`src/rtl/gf180mcu_ocd_io__pad_pkg.sv`:
```
// Shared types, cfg_word field layout and decode helpers for the pad sequencer.
package gf180mcu_ocd_io__pad_pkg;

    localparam int unsigned CFG_W    = 8;
    localparam int unsigned DIR_LSB  = 0;
    localparam int unsigned DIR_W    = 2;
    localparam int unsigned PULL_LSB = 2;
    localparam int unsigned PULL_W   = 2;
    localparam int unsigned DRV_LSB  = 4;
    localparam int unsigned DRV_W    = 2;
    localparam int unsigned SL_BIT   = 6;
    localparam int unsigned CS_BIT   = 7;

    localparam logic [DIR_W-1:0] DIR_OFF   = 2'b00;
    localparam logic [DIR_W-1:0] DIR_IN    = 2'b01;
    localparam logic [DIR_W-1:0] DIR_OUT   = 2'b10;
    localparam logic [DIR_W-1:0] DIR_BIDIR = 2'b11;

    localparam logic [PULL_W-1:0] PULL_NONE    = 2'b00;
    localparam logic [PULL_W-1:0] PULL_UP      = 2'b01;
    localparam logic [PULL_W-1:0] PULL_DOWN    = 2'b10;
    localparam logic [PULL_W-1:0] PULL_ILLEGAL = 2'b11;

    typedef enum logic [1:0] {
        IDLE       = 2'd0,
        DRAIN      = 2'd1,
        APPLY_WAIT = 2'd2
    } state_e;

    typedef struct packed {
        logic ie;
        logic oe;
        logic pu;
        logic pd;
    } pad_ctl_t;

    // Direction and pull fields to the per-pad enable bits.
    function automatic pad_ctl_t decode_cfg(input logic [CFG_W-1:0] w);
        pad_ctl_t         c;
        logic [DIR_W-1:0]  dir;
        logic [PULL_W-1:0] pull;
        dir  = w[DIR_LSB +: DIR_W];
        pull = w[PULL_LSB +: PULL_W];
        c.ie = (dir == DIR_IN)  || (dir == DIR_BIDIR);
        c.oe = (dir == DIR_OUT) || (dir == DIR_BIDIR);
        c.pu = (pull == PULL_UP);
        c.pd = (pull == PULL_DOWN);
        return c;
    endfunction

    function automatic logic pull_illegal(input logic [CFG_W-1:0] w);
        return w[PULL_LSB +: PULL_W] == PULL_ILLEGAL;
    endfunction

endpackage

```
`src/rtl/gf180mcu_ocd_io__settle_cnt.sv`:
```
// Settle-phase counter: loads SETTLE-1, counts down to zero and holds there.
module gf180mcu_ocd_io__settle_cnt
    import gf180mcu_ocd_io__pad_pkg::*;
#(
    parameter int unsigned SETTLE = 4
) (
    input  logic clk,
    input  logic rst,
    input  logic load,
    input  logic dec,
    output logic zero_c
);

    localparam int unsigned   CW       = $clog2(SETTLE + 1);
    localparam logic [CW-1:0] LOAD_VAL = CW'(SETTLE - 1);

    logic [CW-1:0] cnt_q;
    logic [CW-1:0] cnt_d;

    assign zero_c = (cnt_q == '0);

    always_comb begin
        cnt_d = cnt_q;
        if (load) begin
            cnt_d = LOAD_VAL;
        end else if (dec && !zero_c) begin
            cnt_d = cnt_q - CW'(1);
        end
    end

    always_ff @(posedge clk or posedge rst) begin
        if (rst) begin
            cnt_q <= '0;
        end else begin
            cnt_q <= cnt_d;
        end
    end

endmodule

```
`src/rtl/gf180mcu_ocd_io__pad_seq_ctrl.sv`:
```
// Break-before-make configuration sequencer for a bank of bi_t pads, with a global
// safe-state override that turns every output driver off.
module gf180mcu_ocd_io__pad_seq_ctrl
    import gf180mcu_ocd_io__pad_pkg::*;
#(
    parameter int unsigned NPADS  = 16,
    parameter int unsigned IDXW   = (NPADS > 1) ? $clog2(NPADS) : 1,
    parameter int unsigned SETTLE = 4
) (
    input  logic                 CLK,
    input  logic                 RST,
    input  logic                 safe_i,
    input  logic                 cfg_valid,
    output logic                 cfg_ready,
    input  logic [IDXW-1:0]      cfg_idx,
    input  logic [CFG_W-1:0]     cfg_word,
    output logic                 done,
    output logic                 err,
    output logic [IDXW-1:0]      busy_idx,
    output logic [NPADS-1:0]     pad_cs,
    output logic [NPADS-1:0]     pad_sl,
    output logic [NPADS-1:0]     pad_ie,
    output logic [NPADS-1:0]     pad_oe,
    output logic [NPADS-1:0]     pad_pu,
    output logic [NPADS-1:0]     pad_pd,
    output logic [2*NPADS-1:0]   pad_pdrv
);

    state_e             state_q, state_d;
    logic               safe_q;
    logic               out_en_q;
    logic [CFG_W-1:0]   req_q, req_d;
    logic [IDXW-1:0]    busy_q, busy_d;
    logic               done_q, done_d;
    logic               err_q, err_d;
    logic [NPADS-1:0]   cs_q, cs_d, sl_q, sl_d, ie_q, ie_d;
    logic [NPADS-1:0]   oe_q, oe_d, pu_q, pu_d, pd_q, pd_d;
    logic [2*NPADS-1:0] pdrv_q, pdrv_d;
    logic [CFG_W-1:0]   shadow_q [NPADS];
    logic [CFG_W-1:0]   shadow_d [NPADS];

    logic     cnt_load;
    logic     cnt_dec;
    logic     cnt_zero_c;
    logic     accept_c;
    logic     reject_c;
    logic     abort_c;
    pad_ctl_t req_ctl_c;
    pad_ctl_t shd_ctl_c;

    gf180mcu_ocd_io__settle_cnt #(
        .SETTLE (SETTLE)
    ) u_settle_cnt (
        .clk    (CLK),
        .rst    (RST),
        .load   (cnt_load),
        .dec    (cnt_dec),
        .zero_c (cnt_zero_c)
    );

    // Ready comes from registered state only, so a same-cycle safe_i can never race an accept.
    assign cfg_ready = out_en_q & (state_q == IDLE) & ~safe_q;
    assign accept_c  = cfg_valid & cfg_ready;
    assign reject_c  = pull_illegal(cfg_word) | (32'(cfg_idx) >= NPADS);
    assign abort_c   = safe_q & (state_q != IDLE);

    assign done     = done_q;
    assign err      = err_q;
    assign busy_idx = busy_q;
    assign pad_cs   = cs_q;
    assign pad_sl   = sl_q;
    assign pad_ie   = ie_q;
    assign pad_oe   = oe_q;
    assign pad_pu   = pu_q;
    assign pad_pd   = pd_q;
    assign pad_pdrv = pdrv_q;

    always_comb begin
        state_d   = state_q;
        req_d     = req_q;
        busy_d    = busy_q;
        done_d    = 1'b0;
        err_d     = 1'b0;
        cs_d      = cs_q;
        sl_d      = sl_q;
        ie_d      = ie_q;
        oe_d      = oe_q;
        pu_d      = pu_q;
        pd_d      = pd_q;
        pdrv_d    = pdrv_q;
        shadow_d  = shadow_q;
        cnt_load  = 1'b0;
        cnt_dec   = 1'b0;
        req_ctl_c = decode_cfg(req_q);
        shd_ctl_c = '0;

        if (abort_c) begin
            // Aborted pad is left off; its shadow records what is actually on the pins.
            state_d          = IDLE;
            done_d           = 1'b1;
            err_d            = 1'b1;
            busy_d           = '0;
            ie_d[busy_q]     = 1'b0;
            shadow_d[busy_q] = {cs_q[busy_q], sl_q[busy_q], pdrv_q[{busy_q, 1'b0} +: 2],
                                pd_q[busy_q], pu_q[busy_q], DIR_OFF};
        end else begin
            case (state_q)
                IDLE: begin
                    // Idle output enables always mirror the shadow, which also restores them after safe.
                    for (int i = 0; i < NPADS; i++) begin
                        shd_ctl_c = decode_cfg(shadow_q[i]);
                        oe_d[i]   = shd_ctl_c.oe;
                    end
                    if (accept_c) begin
                        if (reject_c) begin
                            done_d = 1'b1;
                            err_d  = 1'b1;
                        end else begin
                            oe_d[cfg_idx] = 1'b0;
                            req_d         = cfg_word;
                            busy_d        = cfg_idx;
                            cnt_load      = 1'b1;
                            state_d       = DRAIN;
                        end
                    end
                end
                DRAIN: begin
                    if (cnt_zero_c) begin
                        cs_d[busy_q]                    = req_q[CS_BIT];
                        sl_d[busy_q]                    = req_q[SL_BIT];
                        ie_d[busy_q]                    = req_ctl_c.ie;
                        pu_d[busy_q]                    = req_ctl_c.pu;
                        pd_d[busy_q]                    = req_ctl_c.pd;
                        pdrv_d[{busy_q, 1'b0} +: 2]     = req_q[DRV_LSB +: DRV_W];
                        cnt_load                        = 1'b1;
                        state_d                         = APPLY_WAIT;
                    end else begin
                        cnt_dec = 1'b1;
                    end
                end
                APPLY_WAIT: begin
                    if (cnt_zero_c) begin
                        oe_d[busy_q]     = req_ctl_c.oe;
                        shadow_d[busy_q] = req_q;
                        done_d           = 1'b1;
                        busy_d           = '0;
                        state_d          = IDLE;
                    end else begin
                        cnt_dec = 1'b1;
                    end
                end
                default: begin
                    state_d = IDLE;
                end
            endcase
        end

        if (safe_q) begin
            oe_d = '0;
        end
    end

    always_ff @(posedge CLK or posedge RST) begin
        if (RST) begin
            state_q  <= IDLE;
            safe_q   <= 1'b0;
            out_en_q <= 1'b0;
            req_q    <= '0;
            busy_q   <= '0;
            done_q   <= 1'b0;
            err_q    <= 1'b0;
            cs_q     <= '0;
            sl_q     <= '0;
            ie_q     <= '0;
            oe_q     <= '0;
            pu_q     <= '0;
            pd_q     <= '0;
            pdrv_q   <= '0;
            for (int i = 0; i < NPADS; i++) begin
                shadow_q[i] <= '0;
            end
        end else begin
            state_q  <= state_d;
            safe_q   <= safe_i;
            out_en_q <= 1'b1;
            req_q    <= req_d;
            busy_q   <= busy_d;
            done_q   <= done_d;
            err_q    <= err_d;
            cs_q     <= cs_d;
            sl_q     <= sl_d;
            ie_q     <= ie_d;
            oe_q     <= oe_d;
            pu_q     <= pu_d;
            pd_q     <= pd_d;
            pdrv_q   <= pdrv_d;
            for (int i = 0; i < NPADS; i++) begin
                shadow_q[i] <= shadow_d[i];
            end
        end
    end

endmodule

```
`config.mk`:
```
export PLATFORM = sky130hd
export DESIGN_NAME = gf180mcu_ocd_io__pad_seq_ctrl
export DESIGN_NICKNAME = d
export VERILOG_FILES = /design/src/rtl/gf180mcu_ocd_io__pad_pkg.sv /design/src/rtl/gf180mcu_ocd_io__settle_cnt.sv /design/src/rtl/gf180mcu_ocd_io__pad_seq_ctrl.sv
export SDC_FILE = /design/constraint.sdc
export NUM_CORES = 1
export LEC_CHECK = 0
export BUFFER_PORTS_ARGS = -buffer_cell sky130_fd_sc_hd__buf_2
export CORE_MARGIN = 2
export CORE_UTILIZATION = 45
export CTS_CLUSTER_DIAMETER = 40
export CTS_CLUSTER_SIZE = 28
export DETAILED_ROUTE_END_ITERATION = 7
export GPL_TIMING_DRIVEN = 0
export PLACE_DENSITY = 0.79
export SYNTH_ARGS = -nofsm -noshare
export SYNTH_HDL_FRONTEND = slang
export SYNTH_SLANG_ARGS = --single-unit
```
`constraint.sdc`:
```
create_clock -name CLK -period 9.7 [get_ports CLK]
set_input_delay 0 -clock CLK [delete_from_list [all_inputs] [get_ports CLK]]
set_output_delay 0 -clock CLK [all_outputs]
set_load 0.02 [all_outputs]
```
==> out/qor.csv, run 1 <==
stage,metric,value,unit
clocking,clk sink count,165,
sta,unrepaired setup endpoints after global routing,false,
yosys,Post-Synth XOR/XNOR Area,0.002448,
clocking,CTS Buf Count,17,
clocking,clk_lat worst skew,0.43,ns
setup_path,CP Launch Type,register,
setup_path,reg2reg end,pad_oe[0],
setup_path,"slowest stage cell, crit path",nor2_1,
setup_path,"CP delay by family, top",buffers and inverters,
detailed_routing,routed wire length,18.49,mm
yosys,Syn Inst Count,612,
finish,Filler Cell Count,1304,
detailed_routing,vias per inst,5.508,
job,max-cap violation count,0,
global_routing,initial antenna violation count,0,
detailed_routing,initial DRC count,380,
setup_path,crit-path max FO,10,
power_and_ir_drop,Tot Pwr,0.002377,W
floorplanning,number of core rows,46,
floorplanning,Core Box Area,0.01571,mm2
sta,TNS Setup,0,ns
yosys,mux cell area share after synthesis,0.1536,
status,run status,"finished, final reports clean",
clocking,"Clk pin slew, worst setup/hold paths",0.07,ns
place,HPWL Detailed,13.42,mm
yosys,post-synthesis adder-cell area fraction,0.01924,
finish,diodes inserted,0,
floorplanning,IO Pins,151,
setup_path,crit path cell chain,inv_1 > ha_1 > inv_1 > o21ai_0 > nor2_1 > or2_2 > clkbuf_1 > buf_2 > o211ai_1,
sta,Tmin final,2.769,ns
floorplanning,chip width,130.1,um
setup_path,Reg2Reg Setup Slack,6.93,ns
floorplanning,Die Ht,130.1,um
finish,Final #Nets,824,
global_routing,pin count of the biggest net entering global routing,89,
sta,count of final setup violators,0,
clocking,postcts setup bufs,0,
sta,"Slew Viols, Final",0,
global_routing,remaining global-route overflow,0,
finish,"commonest non-fill, non-tap cell in the layout",dfrtp_1,
sta,final hold vios,0,
sta,clk_skew,0.01329,ns
sta,achievable frequency,361.2,MHz
yosys,Seq cells post-synth,165,
worst_hold_path,worst hold path class,input port to async pin,
setup_path,critical path required time,9.98,ns
setup_path,Reg2Reg Launch Point,state_q[0],
sta,final period utilization,0.2854,
yosys,syn_nets,639,
yosys,"EDFF count, synth",0,
yosys,average cell area after synthesis,11.69,um2
detailed_routing,drt drc,0,
clocking,CTS tree,yes,
setup_path,WP buf/inv,4,
yosys,Main synth FF type,dfrtp_1,
power_and_ir_drop,Leak,4.589,nW
setup_path,CP arrival,3.05,ns
yosys,sequential area share after synthesis,0.5771,
finish,post-route insts no fill,1026,
global_routing,number of global-route vias before repair,5457,
power_and_ir_drop,Max IR drop VDD,0.0001533,V
place,routability cong.,0.9266,
setup_path,CP Capture Type,register,
floorplanning,Starting Density,0.4553,
clocking,post-CTS sizing,0,
yosys,largest family of logic cells by synthesized area,multiplexers,
finish,Area growth syn-to-layout,25.45,%
yosys,Synth cell types,40,
place,port bufs,150,
detailed_routing,vias,5651,
global_routing,first-pass GRT wire length,29.03,mm
clocking,CTS H-Tree Depth,4,
sta,hold_ws,0.1559,ns
finish,share of cells above drive strength 1,0.3556,
yosys,asr flop ratio synth,1.000,
power_and_ir_drop,PD cells,264.8,mW/mm2
yosys,simple-gate share of the synthesized area,0.09619,
finish,most frequent cells in the layout,"dfrtp_1 (165), buf_2 (152), mux2_2 (94)",
clocking,root buf cell,clkbuf_16,
place,Cells after DPL,979,
global_routing,GRT Overall Usage,0.2240,
yosys,Post-Syn Area,0.007154,mm2
setup_path,FF-to-FF path depth,9,
yosys,Ys Warns,0,
setup_path,Crit path largest cell delay,0.49,ns
clocking,clock buffer depth,2,
detailed_routing,post-detailed-route wirelength per cell,18.02,um
setup_path,"most used cell, CP",inv_1,
detailed_routing,Detail Route Antenna Nets,0,
setup_path,worst setup path class,register to register,
yosys,Synth Area in Compound Gates,0.1285,
detailed_routing,drt pass-1 iters,5,
sta,max_slew headroom,0.5166,
floorplanning,full die area,0.01692,mm2
sta,Worst-Margin Slew,0.7237,ns
==> cells by family (layout without fill, tap and decap cells) <==
kind of cell / after synthesis / in the layout
fa+ha+maj: 11 / 11
compound gates: 152 / 152
buf+inv: 42 / 240
other cells: 1 / 1
mux: 97 / 97
xor+xnor: 2 / 2
flops: 165 / 165
simple gates: 142 / 142
==> area by class of cell <==
| type | instances | area, um2 | share of cell area |
|---|---|---|---|
| Sequential cell | 165 | 4129 | 0.4601 |
| Multi-Input combinational cell | 405 | 2865 | 0.3193 |
| Timing Repair Buffer | 166 | 928.4 | 0.1034 |
| Clock buffer | 20 | 456.7 | 0.05089 |
| Tap cell | 216 | 270.3 | 0.03011 |
| Clock inverter | 12 | 157.7 | 0.01757 |
| Buffer | 32 | 122.6 | 0.01366 |
| Inverter | 10 | 45.04 | 0.005019 |
==> per-layer routing <==
metal	global-route usage	part of all wire	vias to the layer above	routed length [um]
met2	0.3616	0.48	241	8806
li1	-	-	2576	-
met5	0	0	-	0
met1	0.2886	0.42	2811	7831
met3	0.07708	0.089	23	1637
met4	0.06515	0.011	0	210
==> per-stage QoR <==
step	instance area, um2	util	setup slack [ns]
2_1_floorplan	7154	-	5.238
3_3_place_gp	8175	0.5203	3.492
3_5_place_dp	8210	0.5225	7.020
4_1_cts	8975	0.5712	6.974
5_1_grt	8975	0.5712	6.714
6_report	8975	0.5712	6.931
==> registers in the layout, indices dropped and copies added, names as in the netlist <==
signal and cells:
pad_pdrv 32, pad_cs 16, pad_ie 16, pad_oe 16
pad_pd 16, pad_pu 16, pad_sl 16, shadow_q 16
req_q 8, busy_idx 4, u_settle_cnt.cnt_q 3, state_q 2
done 1, err 1, out_en_q 1, safe_q 1
==> synth_stat cells (2+ instances only) <==
master / instances / share of area
o31ai_1: 16 / 0.017
nor3b_1: 3 / 0.0031
nand2b_1: 6 / 0.0052
o2111ai_1: 2 / 0.0024
a21oi_1: 16 / 0.011
nor3_1: 2 / 0.0014
dfrtp_1: 165 / 0.58
a32oi_1: 2 / 0.0024
inv_1: 10 / 0.0052
clkbuf_1: 30 / 0.016
o311ai_0: 5 / 0.0061
nand3_1: 17 / 0.012
o21ai_0: 78 / 0.055
ha_1: 11 / 0.019
or3_1: 2 / 0.0017
nor2b_1: 9 / 0.0079
mux2_4: 2 / 0.0042
nor2_1: 29 / 0.015
and3_1: 5 / 0.0044
nand2_1: 57 / 0.030
or3_4: 2 / 0.0031
mux2_2: 94 / 0.15
buf_2: 2 / 0.0014
or2_2: 2 / 0.0017
nand3b_1: 4 / 0.0042
o211ai_1: 27 / 0.028
==> power by group <==
part	switching [W]	internal, W	total [W]	leakage [nW]
registers	0.0000875	0.000811	0.000898	2.27
clock network	0.000296	0.000402	0.000699	0.295
logic	0.000539	0.000241	0.000780	2.03
==> worst max-delay path by stage <==
stage / from / to / cells after the start
floorplan: RST / busy_idx[0] / 1
global placement: RST / pad_pdrv[10] / 2
detailed placement: state_q[0] / pad_oe[0] / 9
CTS: state_q[0] / pad_oe[0] / 9
global route: state_q[0] / pad_oe[0] / 9
finish: state_q[0] / pad_oe[0] / 9
==> what timing repair did <==
item | 4_1_cts | 5_1_grt
hold buffers | 15 | 0
endpoints found under the setup margin | 0 | 0
hold endpoints to repair | 91 | 0
==> worst reg2reg max path, cell delays in order, from the launching register on <==
cell,delay (ns)
dfrtp_1,0.47
inv_1,0.13
ha_1,0.30
inv_1,0.21
o21ai_0,0.12
nor2_1,0.49
or2_2,0.21
clkbuf_1,0.28
buf_2,0.29
o211ai_1,0.11
Note: power is estimated with default switching activity, not from simulation.
==> inputs of run 2 (changes only) <==
--- a/config.mk
+++ b/config.mk
@@ -5,6 +5,7 @@
 export SDC_FILE = /design/constraint.sdc
 export NUM_CORES = 1
 export LEC_CHECK = 0
+export ABC_AREA = 1
 export BUFFER_PORTS_ARGS = -buffer_cell sky130_fd_sc_hd__buf_2
 export CORE_MARGIN = 2
 export CORE_UTILIZATION = 45
@@ -12,7 +13,7 @@
 export CTS_CLUSTER_SIZE = 28
 export DETAILED_ROUTE_END_ITERATION = 7
 export GPL_TIMING_DRIVEN = 0
-export PLACE_DENSITY = 0.79
+export PLACE_DENSITY = 0.81
 export SYNTH_ARGS = -nofsm -noshare
 export SYNTH_HDL_FRONTEND = slang
 export SYNTH_SLANG_ARGS = --single-unit
==> constraint.sdc (replaced) <==
create_clock -name CLK -period 2.52 [get_ports CLK]
set_input_delay 0 -clock CLK [delete_from_list [all_inputs] [get_ports CLK]]
set_output_delay 0 -clock CLK [all_outputs]
set_load 0.02 [all_outputs]
==> run 2 against run 1 <==
  * Flip-flop and latch count unchanged
  * Global-route usage up 1.9 points
  * Highest routed layer unchanged
  * Clock skew down 0.00092 ns
  * Die area up 7.5%
==> out/qor.csv, run 2 <==
stage,metric,value,unit,change
status,run status,"finished, final reports clean",,
sta,Worst-Margin Slew,0.5989,ns,-0.1248 ns
floorplanning,full die area,0.01819,mm2,+7.5%
yosys,sequential area share after synthesis,0.5356,,-0.04150
setup_path,"most used cell, CP",nand2_1,,
power_and_ir_drop,P_int,0.005852,W,+300%
detailed_routing,drt pass-1 iters,5,,unchanged
yosys,Synth cell types,26,,-35%
finish,share of cells above drive strength 1,0.1839,,-0.1717
setup_path,Crit. Startpoint,busy_idx[0],,
setup_path,crit-path max FO,9,,-1
detailed_routing,drt drc,0,,unchanged
setup_path,"slowest stage cell, crit path",dfrtp_1,,
place,port bufs,150,,unchanged
global_routing,initial antenna violation count,1,,+1
yosys,most frequent cell after synthesis,nand2_1,,
power_and_ir_drop,net switching power,0.004622,W,+400%
floorplanning,chip width,134.9,um,+3.7%
sta,achievable frequency,446.6,MHz,+24%
yosys,Area contributors post-synth,"dfrtp_1 (54%), nand2_1 (21%), o21ai_0 (6.6%)",,
place,Placed Area,0.008818,mm2,+7.4%
yosys,Post-synth top cells,"nand2_1 (426), dfrtp_1 (165), o21ai_0 (102)",,
power_and_ir_drop,Sw Share,0.4413,,+0.05303
power_and_ir_drop,PD cells,1100,mW/mm2,+320%
power_and_ir_drop,Max IR drop VDD,0.0005650,V,+270%
sta,max_slew headroom,0.5999,,+0.08334
global_routing,GRT Overall Usage,0.2432,,+0.01923
power_and_ir_drop,Tot Pwr,0.01047,W,+340%
setup_path,CP arrival,2.54,ns,-0.51 ns
yosys,syn_nets,1020,,+60%
sta,unrepaired setup endpoints after global routing,false,,
sta,hold_ws,0.01534,ns,-0.1406 ns
finish,"commonest non-fill, non-tap cell in the layout",nand2_1,,
finish,Final #Nets,1205,,+46%
finish,Area growth syn-to-layout,23.55,%,
setup_path,Crit path largest cell delay,0.51,ns,+0.02 ns
global_routing,met1 Track Usage GR,0.3402,,+0.05166
worst_hold_path,hold_sp,cfg_idx[3],,
setup_path,reg2reg end,pad_pd[0],,
sta,TNS Setup,0,ns,unchanged
setup_path,critical path required time,2.82,ns,-7.16 ns
global_routing,M2 GR Usage,0.3624,,+0.0008156
clocking,post-CTS sizing,0,,unchanged
yosys,Yosys top cell area share,0.5356,,-0.04150
detailed_routing,initial DRC count,609,,+60%
sta,final hold vios,0,,unchanged
floorplanning,number of core rows,47,,+2.2%
global_routing,GR Layer Usage met3,0.04279,,-0.03429
finish,max reg flops,32,,unchanged
global_routing,first-pass GRT wire length,34.15,mm,+18%
sta,Tmin final,2.239,ns,-0.5293 ns
clocking,CTS tree,yes,,
yosys,asr flop ratio synth,1.000,,unchanged
power_and_ir_drop,Leak,5.338,nW,+16%
detailed_routing,vias per inst,5.101,,-7.4%
setup_path,FF-to-FF path depth,7,,-2
global_routing,pin count of the biggest net entering global routing,45,,-49%
setup_path,CP Capture Type,register,,
clocking,clk_lat worst skew,0.44,ns,about the same
global_routing,GR peak layer,met2,,
clocking,CTS Buf Count,17,,unchanged
yosys,Seq cells post-synth,165,,unchanged
place,routability cong.,0.9211,,-0.59%
finish,design area,0.009524,mm2,+6.1%
yosys,Main synth FF type,dfrtp_1,,
clocking,CTS H-Tree Depth,4,,unchanged
clocking,clock buffer depth,2,,unchanged
job,max-cap violation count,0,,unchanged
detailed_routing,routed wire length,21.47,mm,+16%
detailed_routing,Detail Route Antenna Nets,0,,unchanged
clocking,root buf cell,clkbuf_16,,
worst_hold_path,hold path cells,5,,
floorplanning,Starting Density,0.4632,,+0.007871
worst_hold_path,worst hold path class,input port to register,,
finish,most frequent cells in the layout,"nand2_1 (426), dfrtp_1 (165), buf_2 (159)",,
clocking,Post-CTS Hold Fix Bufs,12,,-3
floorplanning,Core Box Area,0.01664,mm2,+5.9%
clocking,clk sink count,165,,unchanged
floorplanning,IO Pins,151,,unchanged
sta,clk_skew,0.01237,ns,-0.0009186 ns
power_and_ir_drop,clock network power share,0.245,,-0.049
yosys,Ys Warns,0,,unchanged
setup_path,CP Launch Type,register,,
yosys,"EDFF count, synth",0,,unchanged
setup_path,Reg2Reg Launch Point,busy_idx[0],,
yosys,Yosys top cell by area,dfrtp_1,,
clocking,postcts setup bufs,0,,unchanged
floorplanning,Die Ht,134.9,um,+3.7%
detailed_routing,post-detailed-route wirelength per cell,15.21,um,-16%
worst_hold_path,Min-Delay Endpoint,busy_idx[3],,
setup_path,Reg2Reg Setup Slack,0.28,ns,-6.65 ns
setup_path,crit path cell chain,inv_1 > ha_1 > nand2_1 > nor2_1 > nand2_1 > nand2_1 > o21ai_0,,
yosys,Syn Inst Count,993,,+62%
global_routing,number of global-route vias before repair,6702,,+23%
power_and_ir_drop,Flop pwr share,0.360,,-0.018
sta,count of final setup violators,0,,unchanged
yosys,Post-Syn Area,0.007709,mm2,+7.7%
global_routing,remaining global-route overflow,0,,unchanged
place,HPWL Detailed,15.96,mm,+19%
finish,Filler Cell Count,1492,,+14%
clocking,"Clk pin slew, worst setup/hold paths",0.07,ns,about the same
setup_path,worst setup path class,register to register,,
sta,final period utilization,0.8886,,+0.6032
sta,"Slew Viols, Final",0,,unchanged
yosys,average cell area after synthesis,7.763,um2,-34%
detailed_routing,vias,7202,,+27%
power_and_ir_drop,combinational share of power,0.395,,+0.067
==> run 2: cell types whose count changed after synthesis, moves of 20 or more <==
cell / before / now
mux2_2: 94 / 0
nand2_1: 57 / 426
inv_1: 10 / 70
nand3_1: 17 / 68
o21ai_0: 78 / 102
o211ai_1: 27 / 0
nor2_1: 29 / 81
clkbuf_1: 30 / 10
==> run 2: how the worst max path moves through the flow <==
| stage | slack [ns] | endpoint | depth (start not counted) |
|---|---|---|---|
| 3_3_place_gp | -0.54 | pad_oe[2] | 2 |
| 5_1_grt | 0.11 | pad_pdrv[28] | 10 |
| 6_report | 0.28 | pad_pd[0] | 7 |
| 3_5_place_dp | 0.36 | pad_pdrv[28] | 10 |
| 2_1_floorplan | 0.42 | busy_idx[0] | 1 |
| 4_1_cts | 0.32 | pad_pd[0] | 7 |
==> run 2: through the flow <==
stage / instances / worst slack (ns) / util
finish: 1412 / 0.2808 / 0.5723
global route: 1412 / 0.1091 / 0.5723
CTS: 1411 / 0.3245 / 0.5721
detailed placement: 1367 / 0.3631 / 0.5299
global placement: 1363 / -0.5414 / 0.5251
floorplan: 993 / 0.4212 / -
==> run 2: cells by family (layout without fill, tap and decap cells) <==
logic type,Yosys count,count (layout),synth area share
AND/OR/NAND/NOR,595,595,0.3113
flip-flops,165,165,0.5356
AO/OA/AOI/OAI,119,119,0.08116
buffers and inverters,102,300,0.05356
adder cells (fa/ha/maj),11,11,0.01785
other,1,2,0.0004865
==> run 2: power groups by stage <==
stage / Sequential, W / Combinational (W) / Clock [W]
after floorplan: 0.00435 / 0.00216 / 0
after global placement: 0.00378 / 0.00397 / 0
after detailed placement: 0.00379 / 0.00407 / 0
after CTS: 0.00376 / 0.00412 / 0.00259
after global routing: 0.00385 / 0.00458 / 0.00270
final: 0.00377 / 0.00414 / 0.00257
==> run 2: layer usage <==
| metal | vias to the layer above | wire [um] |
|---|---|---|
| met5 | - | 0 |
| met4 | 0 | 957 |
| met3 | 71 | 1653 |
| met2 | 355 | 9396 |
| met1 | 3268 | 9466 |
| li1 | 3508 | - |
==> run 2: critical path, delay by kind of cell, from the launching register on <==
family	cells	cell delay, ns
and+or+nand+nor	4	0.93
buffers and inverters	1	0.26
adders and majority gates	1	0.32
DFF	1	0.51
AOI/OAI and AO/OA	1	0.08
==> run 2: area by class of cell <==
class / count / area, um2 / share of cell area
timing repair buffer: 166 / 950.9 / 0.09984
antenna: 1 / 2.502 / 0.0002627
clock buffer: 17 / 425.4 / 0.04467
tap: 220 / 275.3 / 0.02890
multi-input combinational: 726 / 3167 / 0.3325
clock inverter: 15 / 157.7 / 0.01655
sequential: 165 / 4129 / 0.4335
inverter: 74 / 281.5 / 0.02956
buffer: 28 / 135.1 / 0.01419
